### src/rtl/uart_rx_fifo.sv
// UART receiver (8N1-style framing, 5..9 data bits) feeding a show-ahead receive FIFO with sticky error flags.
// Optional parity checking is built only when UART_RX_FIFO_PARITY_EN is defined.
module uart_rx_fifo #(
  parameter int clk_freq  = 12000000,
  parameter int baud      = 115200,
  parameter int data_bits = 8,
  parameter int parity    = 0,
  parameter int depth     = 16
) (
  input  logic                       clk,
  input  logic                       resetn,
  input  logic                       rx,
  input  logic                       get,
  output logic [data_bits-1:0]       data,
  output logic                       empty,
  output logic                       full,
  output logic [$clog2(depth):0]     count,
  output logic                       overflow,
  output logic                       frame_err,
  output logic                       parity_err,
  input  logic                       clr_err
);

  localparam int DIV   = (clk_freq + baud / 2) / baud;
  localparam int HALF  = DIV / 2;
  localparam int CNT_W = $clog2(DIV + 1);
  localparam int AW    = $clog2(depth);
  localparam int BIT_W = $clog2(data_bits + 1);

  if (depth < 2 || (depth & (depth - 1)) != 0) begin : g_bad_depth
    $error("uart_rx_fifo: depth must be a power of two >= 2");
  end
  if (data_bits < 5 || data_bits > 9) begin : g_bad_bits
    $error("uart_rx_fifo: data_bits must be 5..9");
  end
  if (parity < 0 || parity > 2) begin : g_bad_parity
    $error("uart_rx_fifo: parity must be 0, 1 or 2");
  end
  if (DIV < 2) begin : g_bad_div
    $error("uart_rx_fifo: clk_freq/baud must be at least 2");
  end

`ifdef UART_RX_FIFO_PARITY_EN
  typedef enum logic [2:0] {S_ARM, S_IDLE, S_START, S_DATA, S_PARITY, S_STOP} state_t;
`else
  typedef enum logic [2:0] {S_ARM, S_IDLE, S_START, S_DATA, S_STOP} state_t;
`endif

  state_t               state;
  logic [CNT_W-1:0]     cnt;
  logic [BIT_W-1:0]     bit_idx;
  logic [1:0]           arm_cnt;
  logic                 rx_s1, rx_s2;
  logic [data_bits-1:0] shreg;
  logic                 par_bad;

  logic [AW:0]          wptr, rptr;
  logic [data_bits-1:0] mem [depth];

  logic tick, data_smp, stop_smp, pop, push;
  logic frm_evt, par_evt, ovf_evt;

  // Input synchronizer; idle level is high
  always_ff @(posedge clk) begin
    if (!resetn) begin
      rx_s1 <= 1'b1;
      rx_s2 <= 1'b1;
    end else begin
      rx_s1 <= rx;
      rx_s2 <= rx_s1;
    end
  end

  always_comb begin
    tick     = (cnt == '0);
    data_smp = (state == S_DATA) && tick;
    stop_smp = (state == S_STOP) && tick;
    pop      = get && !empty;
    frm_evt  = stop_smp && !rx_s2;
    par_evt  = stop_smp && rx_s2 && par_bad;
    ovf_evt  = stop_smp && rx_s2 && !par_bad && full && !pop;
    push     = stop_smp && rx_s2 && !par_bad && (!full || pop);
  end

  // Receiver FSM; ARM also lets the synchronizer flush after reset before trusting rx
  always_ff @(posedge clk) begin
    if (!resetn) begin
      state   <= S_ARM;
      cnt     <= '0;
      bit_idx <= '0;
      arm_cnt <= '0;
    end else begin
      case (state)
        S_ARM: begin
          if (arm_cnt != 2'd2) arm_cnt <= arm_cnt + 2'd1;
          else if (rx_s2)      state   <= S_IDLE;
        end
        S_IDLE: begin
          if (!rx_s2) begin
            state <= S_START;
            cnt   <= CNT_W'(HALF - 1);
          end
        end
        S_START: begin
          if (tick) begin
            if (!rx_s2) begin
              state   <= S_DATA;
              cnt     <= CNT_W'(DIV - 1);
              bit_idx <= '0;
            end else begin
              state <= S_IDLE;
            end
          end else begin
            cnt <= cnt - 1'b1;
          end
        end
        S_DATA: begin
          if (tick) begin
            cnt <= CNT_W'(DIV - 1);
            if (bit_idx == BIT_W'(data_bits - 1)) begin
`ifdef UART_RX_FIFO_PARITY_EN
              state <= (parity != 0) ? S_PARITY : S_STOP;
`else
              state <= S_STOP;
`endif
            end else begin
              bit_idx <= bit_idx + 1'b1;
            end
          end else begin
            cnt <= cnt - 1'b1;
          end
        end
`ifdef UART_RX_FIFO_PARITY_EN
        S_PARITY: begin
          if (tick) begin
            cnt   <= CNT_W'(DIV - 1);
            state <= S_STOP;
          end else begin
            cnt <= cnt - 1'b1;
          end
        end
`endif
        S_STOP: begin
          if (tick) state <= rx_s2 ? S_IDLE : S_ARM;
          else      cnt   <= cnt - 1'b1;
        end
        default: state <= S_ARM;
      endcase
    end
  end

  // LSB arrives first, so shift in from the top
  always_ff @(posedge clk) begin
    if (data_smp) shreg <= {rx_s2, shreg[data_bits-1:1]};
  end

`ifdef UART_RX_FIFO_PARITY_EN
  // Verdict is held until the stop bit decides whether the frame is pushed
  always_ff @(posedge clk) begin
    if (!resetn) begin
      par_bad <= 1'b0;
    end else if (state == S_START) begin
      par_bad <= 1'b0;
    end else if (state == S_PARITY && tick) begin
      if (parity == 1)      par_bad <= ~(^shreg ^ rx_s2);
      else if (parity == 2) par_bad <= ^shreg ^ rx_s2;
      else                  par_bad <= 1'b0;
    end
  end
`else
  assign par_bad = 1'b0;
`endif

  // FIFO storage: not reset, written only on an accepted push
  always_ff @(posedge clk) begin
    if (resetn && push) mem[wptr[AW-1:0]] <= shreg;
  end

  always_ff @(posedge clk) begin
    if (!resetn) begin
      wptr <= '0;
      rptr <= '0;
    end else begin
      if (push) wptr <= wptr + 1'b1;
      if (pop)  rptr <= rptr + 1'b1;
    end
  end

  assign empty = (wptr == rptr);
  assign full  = (wptr[AW] != rptr[AW]) && (wptr[AW-1:0] == rptr[AW-1:0]);
  assign count = wptr - rptr;
  assign data  = mem[rptr[AW-1:0]];

  // A new event wins over a simultaneous clear
  always_ff @(posedge clk) begin
    if (!resetn) begin
      overflow  <= 1'b0;
      frame_err <= 1'b0;
    end else begin
      overflow  <= (overflow  & ~clr_err) | ovf_evt;
      frame_err <= (frame_err & ~clr_err) | frm_evt;
    end
  end

`ifdef UART_RX_FIFO_PARITY_EN
  always_ff @(posedge clk) begin
    if (!resetn) parity_err <= 1'b0;
    else         parity_err <= (parity_err & ~clr_err) | par_evt;
  end
`else
  assign parity_err = 1'b0;
`endif

endmodule

### config.mk
export PLATFORM = sky130hd
export DESIGN_NAME = uart_rx_fifo
export DESIGN_NICKNAME = d
export VERILOG_FILES = /design/src/rtl/uart_rx_fifo.sv
export SDC_FILE = /design/constraint.sdc
export NUM_CORES = 1
export LEC_CHECK = 0
export BUFFER_PORTS_ARGS = -buffer_cell sky130_fd_sc_hd__buf_2
export CORE_MARGIN = 2
export CORE_UTILIZATION = 25
export DETAILED_ROUTE_END_ITERATION = 8
export GPL_ROUTABILITY_DRIVEN = 1
export HOLD_SLACK_MARGIN = 0.05
export PLACE_DENSITY_LB_ADDON = 0.2
export SYNTH_ARGS = -nofsm -noshare
export SYNTH_HDL_FRONTEND = slang
export SYNTH_SLANG_ARGS = --single-unit
### constraint.sdc
create_clock -name clk -period 3.15 [get_ports clk]
set_clock_uncertainty 0.05 [all_clocks]
set_input_delay 0.63 -clock clk [delete_from_list [all_inputs] [get_ports clk]]
set_output_delay 0.63 -clock clk [all_outputs]
set_load 0.005 [all_outputs]
# --- Word level (Yosys, flattened, before mapping) ---
# Memory sizes are Yosys's and may differ from the RTL's. A register that Yosys moved wholly into a read port is not among the register bits.
# Cells that the tools add are included.
word_totals:
  regBits: 38
  memories: 1
  mem_bits_rw: 128
  wordCells: 91
op_classes:
  n_reduce_logical: 23
  bitwise_logic: 5
  muxes: 25
  n_addsub: 6
  n_eq_ne: 20
mem_list:
  columns: ["memory", "depth", "width", "read_ports", "rd_ports_with_merged_regs", "write_ports", "line", "text"]
  rows:
  - ["mem", 16, 8, 1, 1, 1, "58", "logic [data_bits-1:0] mem [depth];"]
ops:
  columns: ["operator", "n"]
  rows:
  - ["$mux 7", 5]
  - ["$pmux 7 s4", 1]
  - ["$mux 4", 6]
  - ["$mux 3", 7]
  - ["$ne 2x2->1 const B", 10]
  - ["$pmux 3 s5", 1]
  - ["$add 5x1->5 const B", 2]
  - ["$logic_and 1x1->1", 10]
  - ["$pmux 4 s2", 1]
  - ["$logic_not 7->1", 1]
  - ["$reduce_and 7->1", 1]
  - ["$sub 7x1->7 const B", 1]
  - ["$eq 3x2->1 const B", 2]
  - ["$eq 5x5->1", 1]
  - ["$reduce_and 5->1", 1]
  - ["$sub 5x5->5", 1]
  - ["$add 4x1->4 const B", 1]
  - ["$eq 4x3->1 const B", 1]
  - ["$eq 4x4->1", 1]
  - ["$logic_not 1->1", 4]
  - ["$reduce_and 4->1", 1]
  - ["$reduce_bool 4->1", 1]
  - ["$eq 3x1->1 const B", 1]
  - ["$eq 3x3->1 const B", 1]
  - ["13 further kinds", 17]

# --- Depth between registers and ports, before layout ---
# Gate-level depths: netlist (run 1).
depth:
  ltp_word: 8
  mapped_depth: 7
  depth_no_buf: 7

# --- Worst setup path after synthesis (run 1) ---
# No wires, ideal clock.
synth_path:
  path_type: "reg-to-reg"
  startpoint: "reg cnt[0]"
  endpoint: "mem mem[0][0], enable pin"
  path_slack_ns: 0.602
  path_buffers: 1
  required_ns: 2.717
  synth_period_minus_slack_ns: 2.548
  arrival_ns: 2.115
  stages_incl_launch_ff: 8
  path_cell_list: "dfxtp_1 -> inv_1 -> ha_1 -> nor4b_4 -> and4_2 -> clkbuf_1 -> nand4_1 -> nor3_1"
synth_via:
  elab_chain_cells: 7
synth_rtl:
  columns: ["element", "line", "text"]
  rows:
  - ["start: declaration", "50", "logic [CNT_W-1:0] cnt;"]
  - ["start signal: assignment", "101", "cnt <= CNT_W'(HALF - 1);"]
  - ["start signal: assignment", "108", "cnt <= CNT_W'(DIV - 1);"]
  - ["start signal: assignment", "114", "cnt <= cnt - 1'b1;"]
  - ["$logic_not 7->1", "75", "tick = (cnt == '0);"]
  - ["$logic_and 1x1->1", "77", "stop_smp = (state == S_STOP) && tick;"]
  - ["$logic_and 1x1->1 (2 in series)", "82", "push = stop_smp && rx_s2 && !par_bad && (!full || pop);"]
  - ["$logic_and 1x1->1", "176", "if (resetn && push) mem[wptr[AW-1:0]] <= shreg;"]
  - ["$mux 1", "176", null]
  - ["$mux 1 (not written as such)", "176", null]
  - ["end: declaration", "58", null]
# Every way passes these cells.

==> impl_metrics.json, run 1 <==
{
  "rsz0062_at_grt": "no",
  "synthSimpleGateAreaFrac": 0.0786,
  "synth-edff-count": 136,
  "synth_top_area_frac": 0.577,
  "synth_xor_area_frac": 0.0124,
  "clock-sinks": 170,
  "maxCapViolCount": 0,
  "ff2ff_path_depth": 6,
  "yosys_register_bits": 170,
  "vdd_drop_max_mv": 0.328,
  "crit_top_cell": "mux4_2",
  "hold_ws_ns": 0.354,
  "synth-seq-area-share": 0.673,
  "ant_nets": 0,
  "syn_inst": 427,
  "h-tree-depth": 4,
  "yosysWarnings": 0,
  "synth_area_leaders": "edfxtp_1 (58%), mux4_2 (13%), dfxtp_1 (9.6%)",
  "antennaDiodeCount": 0,
  "status": "finished, final reports clean",
  "syn_area_um2": 7080,
  "crit_type": "reg2out",
  "crit_chain": "buf_12 -> mux4_2 -> mux4_2 -> buf_2",
  "crit_end": "data[4]",
  "setup_tns_ns": 0,
  "finalHoldViolations": 0,
  "cts-root-buf": "clkbuf_16",
  "async_flop_share": 0,
  "r2r_slack_ns": 0.62,
  "drc": 0,
  "grt.total_usage": 0.114,
  "firstDrtPassIters": 4,
  "syn-mean-instance-area_um2": 16.6,
  "initial_core_util": 0.254,
  "cts_setup_buffers": 0,
  "grt_pass1_vias": 3977,
  "placedInstanceArea_um2": 7750,
  "post-route-period-util": 0.947,
  "drtIter0Drc": 257,
  "dp_hpwl_mm": 10.4,
  "grt_max_degree": 33,
  "grt_antenna_before_repair": 0,
  "synthMuxAreaShare": 0.132,
  "final_max_slew_viol_count": 0,
  "timing.fmax_mhz": 335,
  "num_io_pins": 23,
  "syn_to_final_growth_pct": 18.2,
  "worst_setup_path_end_kind": "primary output",
  "synth_compound_area_frac": 0.0549,
  "cts_tree": "yes",
  "clock_path_buffers": 2,
  "synth_cell_type_count": 62,
  "wl_mm": 15.9,
  "gp_congestion": 0.755,
  "clock_latency_ns": 0.42,
  "nets": 488,
  "yosysMostFrequentCell": "edfxtp_1",
  "synth_top_family_by_area": "multiplexers",
  "rr_endpoint": "mem[13][5]$_DFFE_PP_",
  "layout-drive-gt1-share": 0.266,
  "setup_viol_count_final": 0,
  "critical_path.max_stage_delay_ns": 0.56,
  "cts_inserted_buffers": 17,
  "r2r-start": "wptr[0]$_SDFFE_PN0P_",
  "vias": 3825,
  "die_x_um": 172,
  "ys.flop_type": "edfxtp_1",
  "die_h_um": 172,
  "clk_pin_slew_ns": 0.07,
  "cp.required_ns": 2.47,
  "num_rows": 61,
  "gr-total-overflow": 0,
  "portBuffers": 21,
  "worst_pin_slew_ns": 0.892,
  "power_density_nw_per_um2": 565,
  "synth_area_leader_cell": "edfxtp_1",
  "cts_resized": 1,
  "wl_per_cell_um": 18.4,
  "post-route-util": 0.301,
  "synth_common_cells": "edfxtp_1 (136), mux4_2 (40), dfxtp_1 (34), nor2_1 (29)",
  "core_area_um2": 27900,
  "avgViaCountPerCell": 4.45,
  "dieArea_um2": 29700,
  "synthAdderAreaFrac": 0.0258,
  "critPathSlowestCell": "mux4_2",
  "design_area_um2": 8370,
  "hold_class": "in2reg",
  "synth_nets": 446,
  "worst_setup_path_start_kind": "register",
  "grt_pass1_wl_mm": 24.6,
  "worstPathMaxFanout": 14,
  "p_leak_nw": 2.67,
  "hold_buffers": 0,
  "cp.arrival_ns": 2.30,
  "period_minus_slack_ns": 2.98,
  "maxSlewHeadroom": 0.403
}
## how the worst min path moves through the flow
stage                     start               end  slack, ns  depth (start not counted)
2_1_floorplan  rx_s1$_SDFF_PN1_  rx_s2$_SDFF_PN1_       0.34                          1
3_3_place_gp   rx_s1$_SDFF_PN1_  rx_s2$_SDFF_PN1_       0.36                          1
3_5_place_dp   rx_s1$_SDFF_PN1_  rx_s2$_SDFF_PN1_       0.36                          1
4_1_cts                      rx  rx_s1$_SDFF_PN1_       0.35                          2
5_1_grt                      rx  rx_s1$_SDFF_PN1_       0.35                          2
6_report                     rx  rx_s1$_SDFF_PN1_       0.35                          2
## state kept, by name (all words and copies together), names as in the netlist, 2 cells and up, named ones only
register,cells
bit_idx,4
cnt,7
arm_cnt,2
mem,128
wptr,5
rptr,5
shreg,8
state,3
## critical path: cells and delay by family, from the launching register on
kind / cells / cell delay (ns)
DFF: 1 / 0.48
buffers and inverters: 2 / 0.35
muxes: 2 / 1.03
## cell families (layout without fill, tap and decap cells)
group / Yosys count / in the layout
XOR/XNOR: 10 / 10
AO/OA/AOI/OAI: 57 / 57
AND/OR/NAND/NOR: 95 / 95
flip-flops: 170 / 170
other: 1 / 1
adder cells (fa/ha/maj): 14 / 14
buffers and inverters: 37 / 92
multiplexers: 43 / 43
## power by group
group | switching (W) | total, W | leakage, nW | internal [W]
sequential | 0.0000238 | 0.00244 | 1.50 | 0.00241
clock | 0.00101 | 0.00209 | 0.294 | 0.00108
combinational | 0.000111 | 0.000198 | 0.878 | 0.0000874
## through the flow
| step | power [W] | setup WS (ns) | instances |
|---|---|---|---|
| finish | 0.00473 | 0.166 | 860 |
| floorplan | 0.00264 | 0.602 | 427 |
| detailed placement | 0.00269 | 0.456 | 828 |
| CTS | 0.00479 | 0.112 | 860 |
| global placement | 0.00268 | 0.447 | 828 |
| global route | 0.00490 | 0.0644 | 860 |
## cell type report
type                            count  area (um2)
Inverter                           16        60.1
Timing Repair Buffer               44         303
Clock buffer                       17         425
Multi-Input combinational cell    220        2150
Tap cell                          378         473
Sequential cell                   170        4770
Clock inverter                     15         190
Fill cell                        2731       19500
## per-layer routing
layer,up-vias,track usage,routed length (um)
met1,1979,0.157,7750
met4,0,0.0270,146
met5,-,0,0
met3,8,0.0259,466
met2,59,0.183,7490
li1,1779,-,-
## cells in the final DEF, fill, tap and decap left out, drive strengths merged, types with 3 or more instances in the layout
master,count
nor2b,3
o2111ai,3
nand4,6
edfxtp,136
dfxtp,34
and2,4
o31ai,4
xnor2,7
a21oi,15
xor2,3
nand2,6
buf,44
nor2,30
clkbuf,17
inv,21
nand3,7
mux4,40
clkinv,9
nand3b,5
nand2b,7
or4,3
nor3,9
ha,13
o21ai,9
a21o,3
o211ai,3
nor4b,4
No activity file was read; power rests on OpenSTA's default activity.
==> run 2: changes to the inputs <==
PLACE_DENSITY_LB_ADDON = 0.1   (was 0.2)
==> run 2 against run 1 <==
Clock power about the same; non-clock buffer count increased by 5; worst setup slack got worse by 0.0079 ns; final area increased by 0.40%; wire length increased by 4.5%.
==> impl_metrics.json, run 2 (same netlist as run 1, synthesis figures left out) <==
{
  "post-route-period-util": 0.950,
  "cts_setup_buffers": 0,
  "cts_resized": 0,
  "fillCellCount": 2764,
  "worst_pin_slew_ns": 0.664,
  "dp_hpwl_mm": 10.4,
  "largest_reg_flops": 128,
  "crit_top_cell": "mux4_2",
  "avgViaCountPerCell": 4.49,
  "die_h_um": 172,
  "firstDrtPassIters": 4,
  "hold_ws_ns": 0.309,
  "cts-root-buf": "clkbuf_16",
  "final_max_slew_viol_count": 0,
  "met1_usage": 0.173,
  "final_cell_mix": "edfxtp_1 (136), mux4_2 (40), dfxtp_1 (33)",
  "r2r-start": "wptr[3]$_SDFFE_PN0P_",
  "h-tree-depth": 4,
  "grt_pass1_wl_mm": 25.3,
  "crit_chain": "buf_12 -> mux4_2 -> mux4_2 -> buf_2",
  "clk_pin_slew_ns": 0.08,
  "gr-total-overflow": 0,
  "finalHoldViolations": 0,
  "drtIter0Drc": 299,
  "cts_inserted_buffers": 17,
  "period_minus_slack_ns": 2.99,
  "post-route-util": 0.302,
  "wl_per_cell_um": 19.2,
  "timing.fmax_mhz": 334,
  "rsz0062_at_grt": "no",
  "clock_path_buffers": 2,
  "die_x_um": 172,
  "layout-drive-gt1-share": 0.273,
  "status": "finished, final reports clean",
  "initial_core_util": 0.254,
  "power_density_nw_per_um2": 566,
  "clock_latency_ns": 0.45,
  "worst_setup_path_start_kind": "register",
  "grt_busiest_layer": "met2",
  "drc": 0,
  "hold_start": "rx",
  "setup_tns_ns": 0,
  "worst_setup_path_end_kind": "primary output",
  "critPathSlowestCell": "mux4_2",
  "wl_mm": 16.6,
  "clock-sinks": 170,
  "worstPathMaxFanout": 17,
  "hold_class": "in2reg",
  "vdd_drop_max_mv": 0.339,
  "antennaDiodeCount": 0,
  "core_area_um2": 27900,
  "grt.total_usage": 0.120,
  "hold_buffers": 0,
  "syn_to_final_growth_pct": 18.7,
  "dieArea_um2": 29700,
  "crit_family": "multiplexers",
  "final_common_cell": "edfxtp_1",
  "cts_tree": "yes",
  "nets": 493,
  "use_met3": 0.0240,
  "dp_cells": 833,
  "grt_pass1_vias": 4009,
  "gp_congestion": 0.755,
  "maxCapViolCount": 0,
  "maxSlewHeadroom": 0.557,
  "cp.arrival_ns": 2.31,
  "crit_type": "reg2out",
  "ant_nets": 0,
  "setup_viol_count_final": 0,
  "num_io_pins": 23,
  "critPathBufInv": 2,
  "p_leak_nw": 2.70,
  "num_rows": 61,
  "grt_antenna_before_repair": 0,
  "portBuffers": 21,
  "grt_max_degree": 33,
  "critical_path.max_stage_delay_ns": 0.52,
  "instances_no_fill": 865,
  "vias": 3885,
  "cp.required_ns": 2.47,
  "gr-usage-met2": 0.183
}
[run 2: cell count changes in the layout (fill, tap and decap cells not counted), sizes merged]
cell | previous run | this run
clkinvlp | 1 | 0
buf | 44 | 49
inv | 21 | 22
[run 2: final timing paths]
kind / cells after the start / to / slack, ns
worst max-delay path: 4 / data[6] / 0.16
worst max register to register: 6 / mem[2][1]$_DFFE_PP_ / 0.64
worst min register to register: 1 / rx_s2$_SDFF_PN1_ / 0.37
worst min-delay path: 2 / rx_s1$_SDFF_PN1_ / 0.31
[run 2: layout make-up]
type | count | area [um2] | area share
clock inverters | 15 | 189 | 0.0225
clock buffers | 17 | 425 | 0.0506
well taps | 378 | 473 | 0.0563
flip-flops and latches | 170 | 4770 | 0.567
repair buffers | 49 | 340 | 0.0405
multi-input cells | 220 | 2150 | 0.256
inverters | 16 | 60.1 | 0.00714
[run 2: metal layers]
layer / share of wire / up-vias
met5: 0 / -
met4: 0.011 / 0
met3: 0.028 / 11
met2: 0.46 / 74
met1: 0.50 / 2005
li1: - / 1795
[run 2: power breakdown]
part	internal, W	switching, W
Clock	0.00108	0.00104
Combinational	0.0000830	0.000100
Sequential	0.00241	0.0000362
Total	0.00358	0.00118
[run 2: through the flow]
step / instance area [um2] / total power [W] / worst slack [ns]
2_1_floorplan: 7080 / 0.00264 / 0.602
3_3_place_gp: 7790 / 0.00268 / 0.622
4_1_cts: 8410 / 0.00481 / 0.108
5_1_grt: 8410 / 0.00494 / 0.0459
6_report: 8410 / 0.00475 / 0.158
3_5_place_dp: 7790 / 0.00269 / 0.589
